### config.mk
export PLATFORM = sky130hd
export DESIGN_NAME = mtimer
export DESIGN_NICKNAME = d
export VERILOG_FILES = /design/src/rtl/mtimer.sv
export SDC_FILE = /design/constraint.sdc
export NUM_CORES = 1
export LEC_CHECK = 0
export ABC_AREA = 1
export CORE_ASPECT_RATIO = 0.9
export CORE_MARGIN = 2
export CORE_UTILIZATION = 50
export CTS_CLUSTER_DIAMETER = 50
export DETAILED_ROUTE_END_ITERATION = 6
export GPL_ROUTABILITY_DRIVEN = 1
export PLACE_DENSITY_LB_ADDON = 0.15
export SYNTH_ARGS = -nofsm -noshare
export SYNTH_HDL_FRONTEND = slang
export SYNTH_SLANG_ARGS = --single-unit
### constraint.sdc
create_clock -name clk -period 2.44 [get_ports clk]
set_input_delay 0.366 -clock clk [delete_from_list [all_inputs] [get_ports clk]]
set_output_delay 0.366 -clock clk [all_outputs]
set_load 0.005 [all_outputs]
### src/rtl/mtimer.sv
// Machine timer: free-running 64-bit mtime with prescaler, 64-bit mtimecmp,
// both bus-mapped as XLEN-wide halves; o_timer = (mtime >= mtimecmp).
module mtimer #(
  parameter int unsigned XLEN = 32,
  parameter int unsigned DIV  = 1
) (
  input  logic            clk,
  input  logic            rst_n,
  input  logic            i_req,
  input  logic            i_we,
  input  logic [3:0]      i_addr,
  input  logic [XLEN-1:0] i_wdata,
  input  logic [3:0]      i_be,
  output logic [XLEN-1:0] o_rdata,
  output logic            o_ack,
  input  logic            i_debug,
  input  logic            i_stopcount,
  output logic            o_timer
);

  localparam int unsigned PW = (DIV > 1) ? $clog2(DIV) : 1;
  localparam int unsigned NB = ((XLEN / 8) < 4) ? (XLEN / 8) : 4;

  logic [63:0]     r_mtime;
  logic [63:0]     r_mtimecmp;
  logic [PW-1:0]   r_pcnt;
  logic [XLEN-1:0] r_rdata;
  logic            r_ack;
  logic            r_timer;

  logic [63:0]     w_mtime_nxt;
  logic [63:0]     w_cmp_nxt;
  logic [PW-1:0]   w_pcnt_nxt;
  logic [XLEN-1:0] w_wmask;
  logic [XLEN-1:0] w_rd_half;
  logic [XLEN-1:0] w_new_half;
  logic            w_count_en;
  logic            w_tick;
  logic            w_wr_time;
  logic            w_wr_cmp;
  logic            w_unused;

  assign w_count_en = !(i_debug && i_stopcount);
  assign w_tick     = w_count_en && (r_pcnt == PW'(DIV - 1));
  assign w_wr_time  = i_req && i_we && !i_addr[3];
  assign w_wr_cmp   = i_req && i_we && i_addr[3];
  assign w_unused   = ^i_addr[1:0];

  always_comb begin
    w_wmask = '0;
    for (int i = 0; i < int'(NB); i++) begin
      w_wmask[8*i +: 8] = {8{i_be[i]}};
    end
  end

  // Addressed half as currently stored: read data and byte-merge base
  always_comb begin
    w_rd_half = '0;
    unique case (i_addr[3:2])
      2'd0: w_rd_half = r_mtime[0 +: XLEN];
      2'd1: w_rd_half = r_mtime[XLEN +: XLEN];
      2'd2: w_rd_half = r_mtimecmp[0 +: XLEN];
      2'd3: w_rd_half = r_mtimecmp[XLEN +: XLEN];
      default: w_rd_half = '0;
    endcase
  end

  assign w_new_half = (w_rd_half & ~w_wmask) | (i_wdata & w_wmask);

  // Next state; an mtime write overrides that cycle's increment and restarts the prescaler
  always_comb begin
    w_mtime_nxt = r_mtime;
    w_cmp_nxt   = r_mtimecmp;
    w_pcnt_nxt  = r_pcnt;
    if (w_count_en) begin
      w_pcnt_nxt = w_tick ? '0 : r_pcnt + PW'(1);
      if (w_tick) begin
        w_mtime_nxt = r_mtime + 64'd1;
      end
    end
    if (w_wr_time) begin
      w_mtime_nxt = r_mtime;
      w_pcnt_nxt  = '0;
      if (i_addr[2]) begin
        w_mtime_nxt[XLEN +: XLEN] = w_new_half;
      end else begin
        w_mtime_nxt[0 +: XLEN] = w_new_half;
      end
    end
    if (w_wr_cmp) begin
      if (i_addr[2]) begin
        w_cmp_nxt[XLEN +: XLEN] = w_new_half;
      end else begin
        w_cmp_nxt[0 +: XLEN] = w_new_half;
      end
    end
  end

  always_ff @(posedge clk or negedge rst_n) begin
    if (!rst_n) begin
      r_mtime    <= '0;
      r_mtimecmp <= '1;
      r_pcnt     <= '0;
      r_timer    <= 1'b0;
    end else begin
      r_mtime    <= w_mtime_nxt;
      r_mtimecmp <= w_cmp_nxt;
      r_pcnt     <= w_pcnt_nxt;
      r_timer    <= (w_mtime_nxt >= w_cmp_nxt);
    end
  end

  // Single-cycle bus response; rdata is zero whenever ack is low or for writes
  always_ff @(posedge clk or negedge rst_n) begin
    if (!rst_n) begin
      r_ack   <= 1'b0;
      r_rdata <= '0;
    end else begin
      r_ack   <= i_req;
      r_rdata <= (i_req && !i_we) ? w_rd_half : '0;
    end
  end

  assign o_rdata = r_rdata;
  assign o_ack   = r_ack;
  assign o_timer = r_timer;

endmodule

==> run metrics, run 1 <==
Post-synth ARST share=100%; fmax=335 MHz; most frequent cells in the layout=nand2_1 (559), buf_4 (447), inv_1 (202); Switching Share=40.0%; Total Wirelength=52,800 um; combinational share of power=47.9%; placed insts=2,546; Power Density=703 nW/um^2; Max-Cap Viols=0; critical path data arrival time=3.31 ns; Int Pwr=7.41 mW; multi-input logic area=7120 sq um; Worst setup EP type=flip-flop; Slew headroom=54.5%; CP Max Fanout=3; crit share post-route=122%; Root Buffer=clkbuf_16; Sequential Power Share=31.3%; die area=24,600 sq um; Synth cell types=35; Clk pwr share=20.8%; Setup violations, final=2; Non-Filler Instances=2,601; Clk Latency, worst-skew pair=0.45 ns; Final Max Tran Viols=0; vias in the first global route=14,209; total grt overflow=0; Final Hold Violating Endpoints=0; Sink Count=163; initial core utilization=50.5%; share of cells above drive strength 1=32.3%; antenna violations before repair=2; DR WL/cell=20.3 um; Cell Area, Synth=11,700 sq um; failing checks=negative setup slack; I/O pins=80; DR pass1 iterations=7; Worst-Margin Slew=0.676 ns; gr usage total=43.1%; Reg clk slew, reported paths=0.08 ns; Most used DFF post-synth=dfrtp_1; status=finished, violations left; Residual DRC=0; Yosys Warn Count=0; number of synthesized flops with an enable pin=0; Port Buffers=77; Syn-to-layout area delta=50.2%; Required @ worst endpoint=2.77 ns; routed via count=14,611; final worst setup slack=-0.544 ns; clock period minus worst slack=2.98 ns; routability cong.=1.11; HP Class=primary input to asynchronous set/reset pin; Min Hold Slack=0.484 ns; Yosys reg bits=163; vias per cell=5.62; Peak supply drop=0.000468 V; first-pass GRT wire length=79,400 um; Placement Rows=53; P_leak=8.80 nW; Initial DRC Count=1,736; CP Class=flip-flop to flip-flop; RSZ-0062 raised after global routing=true; Psw=4.93 mW; Clock Tree Buf Depth=2; commonest non-fill, non-tap cell in the layout=nand2_1; Sequential cell area=4160 sq um; Core ar.=23,100 sq um; Avg Inst Size Synth=6.59 sq um; Die Wd=165 um; # nets final=2,396; register area share after synthesis=35.6%; clock tree from TritonCTS=done; synthesized instance count=1,776; largest net degree at the start of global routing=53; syn_nets=1,887; Final ANT Viol Nets=0; TritonCTS Buffers=17; chip height=149 um; DP Wirelength=39,600 um; startpoint types=flip-flop; CTS H-Tree Depth=4; clk_skew=0.0147 ns; # fillers=1,824
repair_timing:
action                     in CTS  in global routing
hold buffers                    1                  0
cloned                          0                  0
hold endpoints to repair       28                  0
gates resized for setup       128                 66
setup buffers                  22                  2
setup endpoints to repair       1                  2
pin swaps                      49                 26
through the flow:
step / TNS (ns) / instance area (sq um) / power, mW / setup WS (ns) / utilization (%)
after floorplan: -0.0582 / 11700 / 6.14 / -0.0582 / -
after global placement: -3.94 / 16100 / 8.79 / -1.43 / 69.6
after detailed placement: -4.43 / 16100 / 8.91 / -1.42 / 69.6
after CTS: -0.862 / 17300 / 11.9 / -0.459 / 74.8
after global routing: -1.21 / 17600 / 13.0 / -0.647 / 75.9
final: -0.992 / 17600 / 12.3 / -0.544 / 75.9
kinds of logic after synthesis:
| kind of cell | after synthesis | synth area share [%] |
|---|---|---|
| flops | 163 | 35.6 |
| simple gates | 988 | 35.5 |
| buf+inv | 285 | 9.53 |
| fa+ha+maj | 65 | 6.95 |
| compound gates | 264 | 11.6 |
| xor+xnor | 11 | 0.824 |
path summary, 6_finish.rpt:
kind                           startpoint              to  slack, ns  depth (start not counted)
min                                 rst_n     r_mtime[54]       0.48                          2
min reg2reg                r_mtimecmp[58]  r_mtimecmp[58]       0.50                          2
max reg2reg                   r_mtime[31]         o_timer      -0.54                         23
min in group clk           r_mtimecmp[58]  r_mtimecmp[58]       0.50                          2
max                           r_mtime[31]         o_timer      -0.54                         23
max in group asynchronous           rst_n  r_mtimecmp[44]       1.12                          3
Yosys cell counts, types with 10 or more instances:
library cell	instances	area share, %
o21ai_1	59	2.5
nor2_1	156	5.0
a21oi_1	109	4.7
buf_2	24	1.0
dfrtp_1	99	21
nand4_1	39	2.1
o21ai_0	80	3.4
inv_1	214	6.9
ha_1	65	7.0
nand2_1	588	19
nand3_1	128	5.5
or2_2	23	1.2
clkbuf_1	25	0.80
inv_2	10	0.32
dfstp_2	64	14
nor3_1	19	0.81
cell type report:
| class | count | share of cell area, % |
|---|---|---|
| Sequential cell | 163 | 23.7 |
| Antenna cell | 1 | 0.0142 |
| Multi-Input combinational cell | 1328 | 40.5 |
| Inverter | 225 | 4.82 |
| Clock inverter | 12 | 0.577 |
| Tap cell | 302 | 2.15 |
| Clock buffer | 20 | 2.49 |
| Timing Repair Buffer | 550 | 25.7 |
routing by layer:
layer | wire [um] | track usage [%] | vias to the layer above | part of all wire, %
li1 | - | - | 6726 | -
met1 | 20900 | 56.2 | 6745 | 40
met2 | 23300 | 67.0 | 924 | 44
met3 | 5840 | 11.5 | 212 | 11
met4 | 2670 | 19.6 | 4 | 5.1
met5 | 31 | 0 | - | 0.059
state kept, by name (all words and copies together) (netlist names):
name        count
r_pcnt          1
r_mtimecmp     64
o_ack           1
o_rdata        32
r_mtime        64
o_timer         1
critical path: stages, from the launching register on:
cell and delay (ns):
dfrtp_1 0.42, nand2_1 0.11, buf_4 0.15, nor2_1 0.18
buf_4 0.15, nand3_1 0.08, buf_4 0.15, nor2_2 0.17
buf_4 0.17, nand2_1 0.05, nand2_1 0.05, nand3_1 0.11
nand2_1 0.09, inv_1 0.05, ha_1 0.27, nand2_1 0.10
inv_1 0.06, nand4_1 0.10, buf_6 0.13, nor2_1 0.05
nand2_1 0.05, nand2_1 0.05, nor2_1 0.10, nand2_1 0.06
power groups by stage:
stage               logic, mW  clock network, mW  registers, mW
floorplan                2.35                  0           3.79
global placement         4.96                  0           3.83
detailed placement       5.06                  0           3.84
CTS                      5.51               2.58           3.82
global route             6.39               2.68           3.90
finish                   5.91               2.57           3.86
Note: power is estimated with default switching activity, not from simulation.
==> run 2, diff against run 1 <==
--- a/config.mk
+++ b/config.mk
@@ -6,10 +6,10 @@
 export NUM_CORES = 1
 export LEC_CHECK = 0
 export ABC_AREA = 1
+export ABC_CLOCK_PERIOD_IN_PS = 2440
 export CORE_ASPECT_RATIO = 0.9
 export CORE_MARGIN = 2
 export CORE_UTILIZATION = 50
-export CTS_CLUSTER_DIAMETER = 50
 export DETAILED_ROUTE_END_ITERATION = 6
 export GPL_ROUTABILITY_DRIVEN = 1
 export PLACE_DENSITY_LB_ADDON = 0.15
==> results of run 2 <==
No change in the layout: final DEF, timing and power equal those of run 1.
